<file path="config.mk">
export PLATFORM = sky130hd
export DESIGN_NAME = ram_access_arbiter_flat
export DESIGN_NICKNAME = d
export VERILOG_FILES = /design/src/rtl/ram_access_arbiter_if.sv /design/src/rtl/ram_access_arbiter.sv /design/src/flat_wrapper.sv
export SDC_FILE = /design/constraint.sdc
export NUM_CORES = 1
export LEC_CHECK = 0
export BUFFER_PORTS_ARGS = -buffer_cell sky130_fd_sc_hd__buf_2
export CAP_MARGIN = 10
export CORE_MARGIN = 2
export CORE_UTILIZATION = 39
export CTS_BUF_LIST = sky130_fd_sc_hd__clkbuf_4 sky130_fd_sc_hd__clkbuf_8 sky130_fd_sc_hd__clkbuf_16
export CTS_CLUSTER_SIZE = 30
export DETAILED_ROUTE_END_ITERATION = 10
export PLACE_DENSITY = 0.9
export SLEW_MARGIN = 15
export SYNTH_ARGS = -nofsm -noshare
export SYNTH_HDL_FRONTEND = slang
export SYNTH_SLANG_ARGS = --single-unit
</file>
<file path="constraint.sdc">
create_clock -name clk -period 2.7 [get_ports clk]
set_clock_uncertainty 0.15 [all_clocks]
set_input_delay 0.135 -clock clk [delete_from_list [all_inputs] [get_ports clk]]
set_output_delay 0.135 -clock clk [all_outputs]
set_load 0.05 [all_outputs]
</file>
<file path="src/rtl/ram_access_arbiter_if.sv">
// Bus between the shared single-port RAM, its requesters and the arbiter.
// Requesters hold access_request high for as long as they need the RAM. The arbiter answers with a
// registered one-hot access_granted. The owner keeps the RAM until it drops its request; there is no preemption.
interface ram_access_arbiter_if #(
  parameter int num_requesters = 3,
  parameter int data_width     = 8,
  parameter int addr_width     = 8
);
  logic [num_requesters-1:0]            access_request;
  logic [num_requesters-1:0]            access_granted;
  logic [num_requesters*addr_width-1:0] req_addr;
  logic [num_requesters*data_width-1:0] req_data;
  logic [num_requesters-1:0]            req_wren;
  logic [addr_width-1:0]                ram_addr;
  logic [data_width-1:0]                ram_data;
  logic                                 ram_wren;
  logic [data_width-1:0]                ram_q;
  logic [data_width-1:0]                req_q;
  logic                                 busy;
  logic [1:0]                           dbg_state;

  modport master (
    output access_request, req_addr, req_data, req_wren, ram_q,
    input  access_granted, ram_addr, ram_data, ram_wren, req_q, busy, dbg_state
  );

  modport slave (
    input  access_request, req_addr, req_data, req_wren, ram_q,
    output access_granted, ram_addr, ram_data, ram_wren, req_q, busy, dbg_state
  );
endinterface

</file>
<file path="src/rtl/ram_access_arbiter.sv">
// Round-robin arbiter giving several FSM cores exclusive ownership of one single-port RAM.
// The owner's address, data and write enable are muxed to the RAM. Every hand-over passes through one RELEASE cycle.
module ram_access_arbiter #(
  parameter int num_requesters = 3,
  parameter int data_width     = 8,
  parameter int addr_width     = 8
) (
  input  logic                   clk,
  input  logic                   rst_n,
  ram_access_arbiter_if.slave    bus
);
  localparam int IDX_W = $clog2(num_requesters);

  typedef enum logic [1:0] {
    IDLE    = 2'd0,
    GRANT   = 2'd1,
    RELEASE = 2'd2
  } state_t;

  state_t                    r_state;
  logic [IDX_W-1:0]          r_owner;
  logic [IDX_W-1:0]          r_last_owner;
  logic [num_requesters-1:0] r_granted;

  logic [IDX_W-1:0]          w_winner;
  logic [IDX_W-1:0]          w_idx;
  logic                      w_found;
  logic                      w_active;

  // Scan starts just after the previous owner, so the last owner has the lowest priority.
  always_comb begin
    w_winner = '0;
    w_idx    = '0;
    w_found  = 1'b0;
    for (int i = 1; i <= num_requesters; i++) begin
      w_idx = IDX_W'((int'(r_last_owner) + i) % num_requesters);
      if (!w_found && bus.access_request[w_idx]) begin
        w_winner = w_idx;
        w_found  = 1'b1;
      end
    end
  end

  always_ff @(posedge clk or negedge rst_n) begin
    if (!rst_n) begin
      r_state      <= IDLE;
      r_owner      <= '0;
      r_last_owner <= IDX_W'(num_requesters - 1);
      r_granted    <= '0;
    end else begin
      case (r_state)
        IDLE: begin
          if (w_found) begin
            r_state   <= GRANT;
            r_owner   <= w_winner;
            r_granted <= num_requesters'(1) << w_winner;
          end
        end
        GRANT: begin
          if (!bus.access_request[r_owner]) begin
            r_state      <= RELEASE;
            r_granted    <= '0;
            r_last_owner <= r_owner;
          end
        end
        RELEASE: begin
          r_state   <= IDLE;
          r_granted <= '0;
        end
        default: begin
          r_state   <= IDLE;
          r_granted <= '0;
        end
      endcase
    end
  end

  assign w_active = |r_granted;

  assign bus.access_granted = r_granted;
  assign bus.ram_addr  = w_active ? bus.req_addr[r_owner*addr_width +: addr_width] : '0;
  assign bus.ram_data  = w_active ? bus.req_data[r_owner*data_width +: data_width] : '0;
  assign bus.ram_wren  = w_active & bus.req_wren[r_owner];
  assign bus.req_q     = bus.ram_q;
  assign bus.busy      = (r_state == GRANT) || (r_state == RELEASE);
  assign bus.dbg_state = r_state;
endmodule

</file>
<file path="src/flat_wrapper.sv">
// flat-port wrapper written by rule: the top's interface ports become plain ports
module ram_access_arbiter_flat 
#(
  parameter int num_requesters = 3,
  parameter int data_width     = 8,
  parameter int addr_width     = 8
)
  (clk, rst_n, bus_access_request, bus_req_addr, bus_req_data, bus_req_wren, bus_ram_q, bus_access_granted, bus_ram_addr, bus_ram_data, bus_ram_wren, bus_req_q, bus_busy, bus_dbg_state);
  ram_access_arbiter_if #(.num_requesters(num_requesters), .data_width(data_width), .addr_width(addr_width)) bus_i ();
  input  logic clk;
  input  logic rst_n;
  input wire logic [$bits(bus_i.access_request)-1:0] bus_access_request;
  input wire logic [$bits(bus_i.req_addr)-1:0] bus_req_addr;
  input wire logic [$bits(bus_i.req_data)-1:0] bus_req_data;
  input wire logic [$bits(bus_i.req_wren)-1:0] bus_req_wren;
  input wire logic [$bits(bus_i.ram_q)-1:0] bus_ram_q;
  output wire logic [$bits(bus_i.access_granted)-1:0] bus_access_granted;
  output wire logic [$bits(bus_i.ram_addr)-1:0] bus_ram_addr;
  output wire logic [$bits(bus_i.ram_data)-1:0] bus_ram_data;
  output wire logic [$bits(bus_i.ram_wren)-1:0] bus_ram_wren;
  output wire logic [$bits(bus_i.req_q)-1:0] bus_req_q;
  output wire logic [$bits(bus_i.busy)-1:0] bus_busy;
  output wire logic [$bits(bus_i.dbg_state)-1:0] bus_dbg_state;
  assign bus_i.access_request = bus_access_request;
  assign bus_i.req_addr = bus_req_addr;
  assign bus_i.req_data = bus_req_data;
  assign bus_i.req_wren = bus_req_wren;
  assign bus_i.ram_q = bus_ram_q;
  assign bus_access_granted = bus_i.access_granted;
  assign bus_ram_addr = bus_i.ram_addr;
  assign bus_ram_data = bus_i.ram_data;
  assign bus_ram_wren = bus_i.ram_wren;
  assign bus_req_q = bus_i.req_q;
  assign bus_busy = bus_i.busy;
  assign bus_dbg_state = bus_i.dbg_state;
  ram_access_arbiter #(.num_requesters(num_requesters), .data_width(data_width), .addr_width(addr_width)) u_core (.clk(clk), .rst_n(rst_n), .bus(bus_i));
endmodule
</file>
---- Word level (Yosys, flattened, before mapping) ----
Cells that the tools add are included.
word-level totals
  bits of input ports ..................... 64
  bits in writable memories ............... 0
  latch bits .............................. 0
  logic and storage cells ................. 57
  bits in read-only memories .............. 0
  memories ................................ 0
  register bits after elaboration ......... 9
  output and inout bits ................... 31
operators by class
  bitwise logic cells ..................... 2
  $add $sub $neg .......................... 3
  div/mod/pow operators ................... 3
  multiplexer cells ....................... 24
  eq/ne operators ......................... 4
  shift operators ......................... 3
  magnitude comparators ................... 4
  reduce and logical (&&, ||, !) cells .... 10
  $mul .................................... 0
operators by type and width
  kind                     count
  $mod A32 B3 Y32 const B  3
  $shiftx A24 B6 Y8        2
  $mux W8                  2
  $lt A2 B3 Y1 const B     4
  $bmux W1 S2              5
  $mux W2                  5
  $mux W1                  8
  $add A2 B2 Y3 const B    2
  $mux W3                  2
  $pmux W3 S2              1
  $reduce_and A2 Y1        3
  $pmux W2 S2              1
  $add A2 B1 Y3 const B    1
  $reduce_or A3 Y1         1
  $shl A1 B2 Y3 const A    1
  $eq A2 B1 Y1 const B     1
  $eq A2 B2 Y1 const B     1
  $logic_and A1 B1 Y1      2
  $logic_not A1 Y1         2
  $logic_not A2 Y1         1
  $ne A2 B1 Y1 const B     1
  $ne A2 B2 Y1 const B     1
  $and A1 B1 Y1            1
  $logic_or A1 B1 Y1       1
  $not A1 Y1               1

---- Logic depth before layout (Yosys ltp) ----
Gate-level depths: netlist of run 1.
  depth in word-level cells ............... 14
  mapped depth ............................ 8
  depth with buffers taken out ............ 7

---- Least setup slack after synthesis of run 1 ----
OpenSTA, ideal clock, no wires.
  path type ............................... reg-to-reg
  start point ............................. register u_core.r_last_owner[1]
  end point ............................... register u_core.r_owner[0]
  setup slack ............................. 539 ps
  buffers on the path ..................... 1
  arrival time ............................ 1,886 ps
  cell stages (with the launch flop) ...... 7
  data required time ...................... 2,425 ps
  setup time .............................. 125 ps
  period minus slack after synthesis ...... 2,161 ps
  cell sequence ........................... dfstp_2 -> ha_1 -> buf_6 -> o211a_2 -> or2_4 -> o21ai_1 -> mux2_2
on the way
  cells in the longest elaborated chain, start to end .. 12
  elaborated cells on any way between the ends .. 23
  classes of those cells .................. 3 x add/sub; 3 x div; 12 x mux; 5 x reduce/logical
RTL lines
  element                             RTL line                  text
  start, declared                     ram_access_arbiter.sv:22  logic [IDX_W-1:0] r_last_owner;
  start signal, assigned              ram_access_arbiter.sv:48  r_last_owner <= IDX_W'(num_requesters - 1);
  start signal, assigned              ram_access_arbiter.sv:63  r_last_owner <= r_owner;
  $add A2 B1 Y3                       ram_access_arbiter.sv:36  w_idx = IDX_W'((int'(r_last_owner) + i) % num_requesters);
  $mod A32 B3 Y32                     ram_access_arbiter.sv:36
  $bmux W1 S2                         ram_access_arbiter.sv:37  if (!w_found && bus.access_request[w_idx]) begin
  $mux W1 (implied by the code)       ram_access_arbiter.sv:37
  $mux W1                             ram_access_arbiter.sv:37
  $logic_not A1 Y1                    ram_access_arbiter.sv:37
  $logic_and A1 B1 Y1                 ram_access_arbiter.sv:37
  $mux W1                             ram_access_arbiter.sv:37
  $logic_not A1 Y1                    ram_access_arbiter.sv:37
  $logic_and A1 B1 Y1                 ram_access_arbiter.sv:37
  $mux W1                             ram_access_arbiter.sv:37
  $reduce_and A2 Y1 (no source line)  -
  end signal, assigned                ram_access_arbiter.sv:55  r_owner <= w_winner;
  end, declared                       ram_access_arbiter.sv:21  logic [IDX_W-1:0] r_owner;
Parallel ways exist; a longest one is shown, timed or not. The select of a mux whose other input is x is not followed.
A chain may end at the register's enable or synchronous reset.

---- Final worst setup path of run 1 ----
  start point ............................. register u_core.r_last_owner[0]
  end point ............................... register u_core.r_owner[0]
Same word-level chain as after synthesis.

==> results of run 1 <==
power groups by stage:
| stage | registers [mW] | clock network [mW] | logic, mW |
|---|---|---|---|
| 2_1_floorplan | 0.329 | 0 | 1.33 |
| 3_3_place_gp | 0.247 | 0 | 1.70 |
| 3_5_place_dp | 0.252 | 0 | 1.73 |
| 4_1_cts | 0.250 | 0.128 | 1.73 |
| 5_1_grt | 0.258 | 0.134 | 1.85 |
| 6_report | 0.246 | 0.125 | 1.73 |
metal layers:
| layer | GRT usage | vias to the layer above |
|---|---|---|
| met5 | 0 | - |
| met4 | 0.0532 | 0 |
| met3 | 0.0491 | 5 |
| met2 | 0.331 | 49 |
| met1 | 0.206 | 589 |
| li1 | - | 651 |
cell families after synthesis:
group	after synthesis	synth area share
buf+inv	24	0.126
mux	25	0.226
simple gates	48	0.177
fa+ha+maj	5	0.0557
flops	9	0.202
compound gates	36	0.213
worst max path at each step:
stage                     cells after the start                 to
after floorplan                               6  u_core.r_owner[0]
after global placement                        6  u_core.r_owner[0]
after detailed placement                      7  u_core.r_owner[0]
after CTS                                     7  u_core.r_owner[0]
after global routing                          7  u_core.r_owner[0]
final                                         7  u_core.r_owner[0]
per-stage QoR:
stage / util / hold slack [ps] / cells
2_1_floorplan: - / -311 / 147
3_3_place_gp: 0.541 / -158 / 244
3_5_place_dp: 0.541 / -147 / 244
4_1_cts: 0.556 / 89.5 / 249
5_1_grt: 0.556 / 88.6 / 249
6_report: 0.556 / 80.8 / 249
critical path, delay by kind of cell, from the launching register on:
family	cells	cell delay (ps)
and+or+nand+nor	1	260
DFF	1	390
adders and majority gates	1	430
muxes	2	600
AOI/OAI and AO/OA	2	300
buffers and inverters	1	60
state kept, by name (all words and copies together), names as in the netlist:
register                   count
u_core.bus.access_granted      3
u_core.r_last_owner            2
u_core.bus.dbg_state           2
u_core.r_owner                 2
Yosys cell counts (all sizes together) (2+ instances only):
library cell   n  area share
nand2          5       0.017
nor2          35        0.12
mux2           3       0.030
o22ai          2       0.011
nor2b          2       0.011
mux2i         22        0.20
ha             5       0.056
nor3           2      0.0089
or2            2       0.013
a22o           4       0.031
inv            7       0.023
a21oi         20       0.089
o31ai          2       0.018
clkbuf         3       0.010
buf           14       0.093
dfrtp          8        0.18
final cells by class:
| cell class | instances | area share |
|---|---|---|
| tap | 31 | 0.0255 |
| inverter | 7 | 0.0173 |
| sequential | 9 | 0.149 |
| clock buffer | 4 | 0.0198 |
| multi-input combinational | 114 | 0.500 |
| timing repair buffer | 84 | 0.288 |
==> out/qor.csv, run 1 <==
stage,metric,value,unit
status,status,finished clean,
global_route,largest net degree at the start of global routing,21,
synth,sequential cell area fraction in the yosys report,0.202,
critical_path,RR Startpoint,u_core.r_last_owner[0],
global_route,first-pass GRT wire length,4.83,mm
layout,number of diodes,0,
timing,"Slew Viols, Final",0,
global_route,Total GRT Usage,0.182,
floorplanning,die width,57.6,µm
placed_design,# port buffers,78,
route,TritonRoute pass-1 iters,4,
critical_path,"Data required, critical path",2710,ps
synth,async set-or-reset flop fraction in the synthesized netlist,1.00,
critical_path,crit path from,u_core.r_last_owner[0],
timing,sum of negative setup slack,0,ps
power_and_ir_drop,post-layout power,2.10,mW
critical_path,classification of the worst setup path,flop to flop,
timing,Setup WS post-layout,384,ps
clock_network,hold buffers post-CTS,1,
critical_path,CP max stage cell,ha_1,
timing,Worst slew margin,0.705,
route,M1 WL,1.19,mm
floorplanning,core area,0.00273,mm²
clock_network,"Setup Fix Bufs, Post-CTS",0,
power_and_ir_drop,sw frac,0.615,
route,Routed Antenna Nets,0,
clock_network,Bufs on Longest Clock Path,2,
route,drt initial violations,45,
route,total wire length,3.08,mm
synth,Cells after Synth,147,
clock_network,post_cts resized,0,
clock_network,Clock Pin Slew Worst Setup and Hold Paths,70,ps
power_and_ir_drop,clock network fraction of total power,0.060,
layout,area occupied by multi-input gates,759,µm²
global_route,vias in the first global route,1120,
route,WL per Instance,12.4,µm
global_route,initial antenna violation count,0,
clock_network,clock sink count,9,
layout,"most common cell after layout, fill and taps aside",buf_2,
synth,Synth Warn #,0,
layout,final net count,288,
layout,fraction of layout cells with a size suffix above 1,0.431,
critical_path,"critical path fanouts, max",8,
power_and_ir_drop,"IR drop worst, VDD",0.000885,V
critical_path,RR Endpoint,u_core.r_owner[0],
floorplanning,Die Ht,57.6,µm
power_and_ir_drop,Flop pwr share,0.117,
floorplanning,Initial Util,0.411,
floorplanning,die area,0.00332,mm²
route,DR vias/cell,5.20,
power_and_ir_drop,P_int,0.807,mW
floorplanning,# IOs,95,
placed_design,GP Congestion,0.870,
power_and_ir_drop,logic gate share of total power,0.823,
power_and_ir_drop,power per cell area,1380,mW/mm²
synth,"Top FF cell, synth",dfrtp_1,
route,vias,1294,
route,metal3 WL,279,µm
layout,Register Area,226,µm²
timing,final setup violation count,0,
timing,Slew @ Worst Pin,436,ps
flow_run,max-cap violations,0,
global_route,gr ovfl total,0,
timing,f_max,432,MHz
min_path,min-delay worst type,input pin to async pin,
critical_path,Arrival @ worst endpoint,2330,ps
power_and_ir_drop,leakage,0.824,nW
critical_path,Worst R2R Path Depth,7,
clock_network,CTS tree,built,
critical_path,CP max stage delay,430,ps
synth,#FFs+latches synth,9,
layout,most frequent cells in the layout,"buf_2, nor2_1, mux2i_1, a21oi_1, dfrtp_1",
synth,number of flops mapped to enable cells by yosys,0,
clock_network,Clock Latency Late Sink,280,ps
placed_design,DP HPWL,2.49,mm
timing,period utilisation layout,0.858,
floorplanning,Site Rows,19,
synth,Synthesized Nets,216,
timing,min Tclk post-route,2320,ps
layout,Area growth syn-to-layout,35.3,%
clock_network,Root Driver,clkbuf_4,
power_and_ir_drop,P_sw,1.29,mW
route,DR WL met2,1.59,mm
clock_network,CTS buffer count,3,
layout,post-route cell area,0.00152,mm²
critical_path,r2r setup slk,380,ps
timing,Final Hold Vio Count,0,
synth,Yosys cell types,34,
route,residual DRC count,0,
synth,Mean Syn Cell Area,7.63,µm²
timing,RSZ-0062 raised after global routing,false,
critical_path,CP startpoint kind,flop,
critical_path,"Cell Chain, Critical Path",inv_1 > ha_1 > mux2i_1 > o22ai_1 > or2_4 > o21ai_1 > mux2_2,
route,max layer used,met4,
placed_design,placed cell area,0.00148,mm²
clock_network,H-tree Lvls,1,
synth,Post-Syn Area,0.00112,mm²
critical_path,Crit. End Element,flop,
placed_design,pre-CTS setup slack,408,ps
layout,fillcell total,272,
Note: power is estimated with default switching activity, not from simulation.
==> inputs of run 2 (changes only) <==
- PLACE_DENSITY: 0.9 -> default
- PLACE_DENSITY_LB_ADDON: default -> 0.25
==> run 2 against run 1 <==
First-iteration DRC count down 18%. Wire length fell by 0.58%. Utilization down 0.55 points. Global-route usage is 0.16 points higher. Worst setup slack better by 45 ps. Flip-flop and latch count is the same. Count of clock-buffer cells in the layout unchanged. Via count is 1.8% lower. Cell count fell by 0.80%. Critical endpoint is now bus_ram_addr[5]. Largest cell class unchanged. Highest routed layer is now met3.
==> out/qor.csv, run 2 (synthesized netlist as in run 1, its figures left out) <==
stage,metric,value,unit,change
critical_path,"Data required, critical path",2410,ps,-300 ps
global_route,largest net degree at the start of global routing,22,,+4.8%
global_route,gr ovfl total,0,,unchanged
route,WL per Instance,12.4,µm,+0.22%
route,total wire length,3.06,mm,-0.58%
timing,RSZ-0062 raised after global routing,false,,
clock_network,CTS tree,built,,
critical_path,"Cell Chain, Critical Path",nor2b_1 > buf_4 > a21oi_1 > nor2_1 > buf_2,,
floorplanning,core area,0.00273,mm²,unchanged
timing,final setup violation count,0,,unchanged
timing,min Tclk post-route,2270,ps,-45.5 ps
layout,max FFs per register,3,,unchanged
placed_design,# port buffers,78,,unchanged
placed_design,DP HPWL,2.48,mm,-0.18%
layout,fraction of layout cells with a size suffix above 1,0.426,,-0.00527
layout,most frequent cells in the layout,"buf_2, nor2_1, mux2i_1, a21oi_1, dfrtp_1",,
clock_network,CTS buffer count,3,,unchanged
route,DR vias/cell,5.15,,-0.98%
min_path,min-delay worst type,input pin to async pin,,
critical_path,CP max stage delay,770,ps,+340 ps
route,TritonRoute pass-1 iters,4,,unchanged
critical_path,"critical path fanouts, max",21,,+13
critical_path,CP startpoint kind,flop,,
layout,Area growth syn-to-layout,34.0,%,
layout,number of diodes,0,,unchanged
global_route,vias in the first global route,1206,,+7.7%
timing,"Slew Viols, Final",0,,unchanged
timing,sum of negative setup slack,0,ps,unchanged
layout,final net count,286,,-0.69%
critical_path,Crit. End Element,primary output,,
global_route,initial antenna violation count,0,,unchanged
floorplanning,Die Ht,57.6,µm,unchanged
critical_path,Critical path buffers and inverters,2,,+1
global_route,first-pass GRT wire length,5.00,mm,+3.4%
route,Routed Antenna Nets,0,,unchanged
clock_network,Clock Latency Late Sink,260,ps,-20 ps
timing,Worst slew margin,0.560,,-0.145
critical_path,Arrival @ worst endpoint,1990,ps,-340 ps
power_and_ir_drop,"IR drop worst, VDD",0.000779,V,-12%
clock_network,Bufs on Longest Clock Path,2,,unchanged
floorplanning,Initial Util,0.411,,unchanged
floorplanning,die width,57.6,µm,unchanged
floorplanning,Site Rows,19,,unchanged
global_route,Total GRT Usage,0.183,,+0.00161
clock_network,H-tree Lvls,1,,unchanged
clock_network,Root Driver,clkbuf_4,,
route,drt initial violations,37,,-18%
floorplanning,die area,0.00332,mm²,unchanged
floorplanning,# IOs,95,,unchanged
clock_network,post_cts resized,0,,unchanged
placed_design,GP Congestion,0.768,,-12%
power_and_ir_drop,power per cell area,1370,mW/mm²,-0.86%
power_and_ir_drop,leakage,0.814,nW,-1.2%
layout,"most common cell after layout, fill and taps aside",buf_2,,
clock_network,Clock Pin Slew Worst Setup and Hold Paths,60,ps,about the same
timing,period utilisation layout,0.841,,-0.0168
timing,Slew @ Worst Pin,660,ps,+224 ps
route,residual DRC count,0,,unchanged
clock_network,clock sink count,9,,unchanged
timing,Final Hold Vio Count,0,,unchanged
route,vias,1271,,-1.8%
critical_path,CP max stage cell,dfrtp_1,,
timing,hold_ws,91.7,ps,+10.9 ps
critical_path,critical path's top delay family,flip-flops,,
timing,f_max,440,MHz,+2.0%
critical_path,classification of the worst setup path,flop to primary output,,
flow_run,max-cap violations,0,,unchanged
status,status,finished clean,,
## run 2: changes by cell type in the layout (fill, tap and decap cells not counted)
cell   change
buf_4      -2
## run 2: cell type report
class / count / area, µm²
timing repair buffer: 82 / 423
inverter: 7 / 26.3
clock buffer: 4 / 30.0
multi-input combinational: 114 / 759
fill: 292 / 1230
sequential: 9 / 226
tap: 31 / 38.8
## run 2: path summary, 6_finish.rpt
| path | startpoint | endpoint | slack [ps] | cells past startpoint |
|---|---|---|---|---|
| worst min-delay path | rst_n | u_core.r_last_owner[0] | 90 | 2 |
| worst min register to register | u_core.bus.dbg_state[1] | u_core.bus.dbg_state[1] | 380 | 1 |
| worst max register to register | u_core.r_last_owner[0] | u_core.r_owner[0] | 430 | 7 |
| max in group asynchronous | rst_n | u_core.r_last_owner[1] | 2070 | 2 |
| worst max-delay path | u_core.r_owner[0] | bus_ram_addr[5] | 430 | 5 |
| min in group clk | bus_ram_q[4] | bus_req_q[4] | 120 | 0 |
## run 2: metrics by stage
stage / setup WS [ps] / area, µm² / power [mW] / instances / util
final: 430 / 1500 / 2.06 / 247 / 0.550
after global routing: 239 / 1500 / 2.22 / 247 / 0.550
after CTS: 409 / 1500 / 2.08 / 247 / 0.550
after detailed placement: 446 / 1460 / 1.95 / 242 / 0.535
after global placement: 508 / 1460 / 1.94 / 242 / 0.535
after floorplan: 539 / 1120 / 1.66 / 147 / -
## run 2: report_power, final
group / switching [mW] / leakage, nW / internal [mW]
clock: 0.0468 / 0.0184 / 0.0670
combinational: 1.12 / 0.682 / 0.527
sequential: 0.105 / 0.114 / 0.194
total: 1.27 / 0.814 / 0.788
## run 2: layer usage
metal / wire (µm) / GRT usage / vias up
met1: 1220 / 0.208 / 573
met4: 0 / 0.00997 / 0
met5: 0 / 0 / -
met3: 296 / 0.0603 / 0
li1: - / - / 646
met2: 1550 / 0.347 / 52
## run 2: what timing repair did
action / 4_1_cts / 5_1_grt
hold buffers: 1 / 0
setup buffers: 0 / 0
endpoints found under the setup margin: 0 / 0
hold endpoints to repair: 9 / 0
==> inputs of run 3 (changes only) <==
- CORE_UTILIZATION: 39 -> 35
- clock period: 2.7 -> 1.8 ns (I/O delays scaled with it)
==> run 3 against run 2 <==
The flow now finishes with violations (setup timing). Global-route usage is 3.0 points lower. Die area is 11% higher. Worst setup slack worse by 650 ps. Cell count is 11% higher. Count of clock-buffer cells in the layout stayed put. Combinational power is 89% higher. Via count is 3.7% higher.
==> out/qor.csv, run 3 (synthesized netlist as in run 1, its figures left out) <==
stage,metric,value,unit,change
critical_path,Crit. End Element,flop,,
power_and_ir_drop,P_sw,2.07,mW,+63%
clock_network,H-tree Lvls,1,,unchanged
power_and_ir_drop,logic gate share of total power,0.852,,+0.052
min_path,min-delay worst type,input pin to primary output,,
power_and_ir_drop,clock network fraction of total power,0.046,,-0.009
route,Routed Antenna Nets,0,,unchanged
floorplanning,# IOs,95,,unchanged
status,status,finished with violations,,
layout,most frequent cells in the layout,"buf_2, buf_4, nor2_1, mux2i_1, a21oi_1",,
power_and_ir_drop,leakage,0.899,nW,+10%
placed_design,# port buffers,78,,unchanged
placed_design,placed cell area,0.00165,mm²,+13%
floorplanning,core area,0.00305,mm²,+12%
clock_network,CTS buffer count,3,,unchanged
critical_path,Arrival @ worst endpoint,2020,ps,+30 ps
global_route,first-pass GRT wire length,4.33,mm,-13%
global_route,largest net degree at the start of global routing,18,,-18%
timing,period utilisation layout,1.12,,
route,residual DRC count,0,,unchanged
layout,fillcell total,305,,+4.5%
route,DR vias/cell,4.79,,-6.9%
critical_path,"Data required, critical path",1790,ps,-620 ps
critical_path,"Cell Chain, Critical Path",ha_4 > mux2i_1 > o22ai_1 > or2_4 > o21ai_4 > mux2_4,,
global_route,vias in the first global route,1056,,-12%
critical_path,"critical path fanouts, max",6,,-71%
power_and_ir_drop,sw frac,0.565,,-0.0525
critical_path,classification of the worst setup path,flop to flop,,
layout,max FFs per register,3,,unchanged
power_and_ir_drop,"IR drop worst, VDD",0.00149,V,+91%
timing,Final Hold Vio Count,0,,unchanged
min_path,Hold Path Stages,0,,
timing,Worst slew margin,0.790,,+0.230
timing,Setup WS post-layout,-224,ps,-653 ps
critical_path,RR Startpoint,u_core.r_last_owner[1],,
floorplanning,die area,0.00368,mm²,+11%
clock_network,Clock Latency Late Sink,260,ps,about the same
floorplanning,die width,60.6,µm,+5.2%
layout,fraction of layout cells with a size suffix above 1,0.537,,+0.111
min_path,hold path start,bus_ram_q[6],,
floorplanning,Initial Util,0.368,,-0.0429
critical_path,RR Endpoint,u_core.r_owner[0],,
layout,Area growth syn-to-layout,57.0,%,
floorplanning,Site Rows,20,,+1
critical_path,CP max stage delay,560,ps,-210 ps
global_route,initial antenna violation count,0,,unchanged
timing,Slew @ Worst Pin,315,ps,-345 ps
critical_path,Worst R2R Path Depth,6,,-1
route,TritonRoute pass-1 iters,4,,unchanged
global_route,gr ovfl total,0,,unchanged
timing,min Tclk post-route,2020,ps,
layout,post-route cell area,0.00176,mm²,+17%
critical_path,r2r setup slk,-220,ps,-650 ps
critical_path,CP max stage cell,dfstp_2,,
min_path,hold endpoint,bus_req_q[6],,
timing,final setup violation count,7,,+7
placed_design,GP Congestion,0.781,,+1.8%
clock_network,Clock Pin Slew Worst Setup and Hold Paths,60,ps,about the same
power_and_ir_drop,post-layout power,3.66,mW,+78%
power_and_ir_drop,Flop pwr share,0.101,,-0.044
route,drt initial violations,29,,-22%
global_route,Total GRT Usage,0.153,,-0.0299
timing,"Slew Viols, Final",0,,unchanged
layout,"most common cell after layout, fill and taps aside",buf_2,,
timing,RSZ-0062 raised after global routing,true,,
critical_path,critical path's top delay family,flip-flops,,
floorplanning,Die Ht,60.6,µm,+5.2%
clock_network,clock sink count,9,,unchanged
clock_network,CTS tree,built,,
clock_network,Root Driver,clkbuf_4,,
flow_run,max-cap violations,0,,unchanged
power_and_ir_drop,P_int,1.59,mW,+100%
placed_design,DP HPWL,2.62,mm,+5.3%
status,failing checks,setup timing,,
critical_path,Critical path buffers and inverters,0,,-2
clock_network,Bufs on Longest Clock Path,2,,unchanged
timing,f_max,494,MHz,
critical_path,CP startpoint kind,flop,,
layout,number of diodes,0,,unchanged
power_and_ir_drop,power per cell area,2080,mW/mm²,+52%
layout,final net count,301,,+5.2%
route,vias,1318,,+3.7%
route,WL per Instance,11.5,µm,-7.4%
route,total wire length,3.16,mm,+3.1%
==> run 3: cell types whose count changed in the layout (fill, tap and decap cells not counted), sizes merged <==
| cell | change |
|---|---|
| buf | +13 |
| clkbuf | +2 |
==> run 3: stage by stage <==
stage                     TNS [ps]  utilization  cells  hold slack, ps  worst slack [ps]
final                        -1100        0.577    275            30.0              -224
after global routing         -2870        0.577    275            30.1              -306
after CTS                     -983        0.569    275            30.6              -208
after detailed placement     -1120        0.540    270            -201              -246
after global placement       -1030        0.540    270            -202              -226
after floorplan               -976            -    147            -356              -252
==> run 3: per-layer routing <==
metal  up-vias  routed length, µm  GRT usage
li1        674                  -          -
met3         2                255     0.0448
met4         0                  6    0.00621
met2        47               1580      0.290
met1       595               1320      0.179
met5         -                  0          0
==> run 3: worst register-to-register path, stage by stage, from the launching register on <==
cell and delay, ps:
dfstp_2 560, ha_4 230, mux2i_1 150, o22ai_1 100
or2_4 280, o21ai_4 150, mux2_4 310
==> run 3: power by group through the flow <==
stage | Clock (mW) | Combinational (mW) | Sequential, mW
after floorplan | 0 | 2.14 | 0.501
after global placement | 0 | 2.95 | 0.368
after detailed placement | 0 | 2.94 | 0.372
after CTS | 0.177 | 3.08 | 0.371
after global routing | 0.185 | 3.33 | 0.386
final | 0.170 | 3.12 | 0.372
==> run 3: what timing repair did <==
action,in CTS,in global routing
setup buffers,0,0
pin swaps,0,2
endpoints found under the hold margin,9,0
gates resized for setup,17,6
endpoints found under the setup margin,13,24
hold buffers,1,0
==> run 3: area by class of cell <==
| type | instances | area (µm²) | area share |
|---|---|---|---|
| Clock buffer | 4 | 30.0 | 0.0170 |
| Inverter | 7 | 26.3 | 0.0149 |
| Multi-Input combinational cell | 114 | 840 | 0.477 |
| Timing Repair Buffer | 97 | 584 | 0.332 |
| Sequential cell | 9 | 226 | 0.129 |
| Tap cell | 44 | 55.1 | 0.0312 |
==> run 3: how the worst max path moves through the flow <==
stage | from | to | slack [ps] | depth (start not counted)
2_1_floorplan | u_core.r_last_owner[1] | u_core.r_owner[0] | -250 | 7
3_3_place_gp | u_core.r_last_owner[1] | u_core.r_owner[0] | -230 | 6
3_5_place_dp | u_core.r_last_owner[1] | u_core.r_owner[0] | -250 | 6
4_1_cts | u_core.r_last_owner[1] | u_core.r_owner[0] | -210 | 6
5_1_grt | u_core.r_last_owner[1] | u_core.r_owner[0] | -310 | 6
6_report | u_core.r_last_owner[1] | u_core.r_owner[0] | -220 | 6
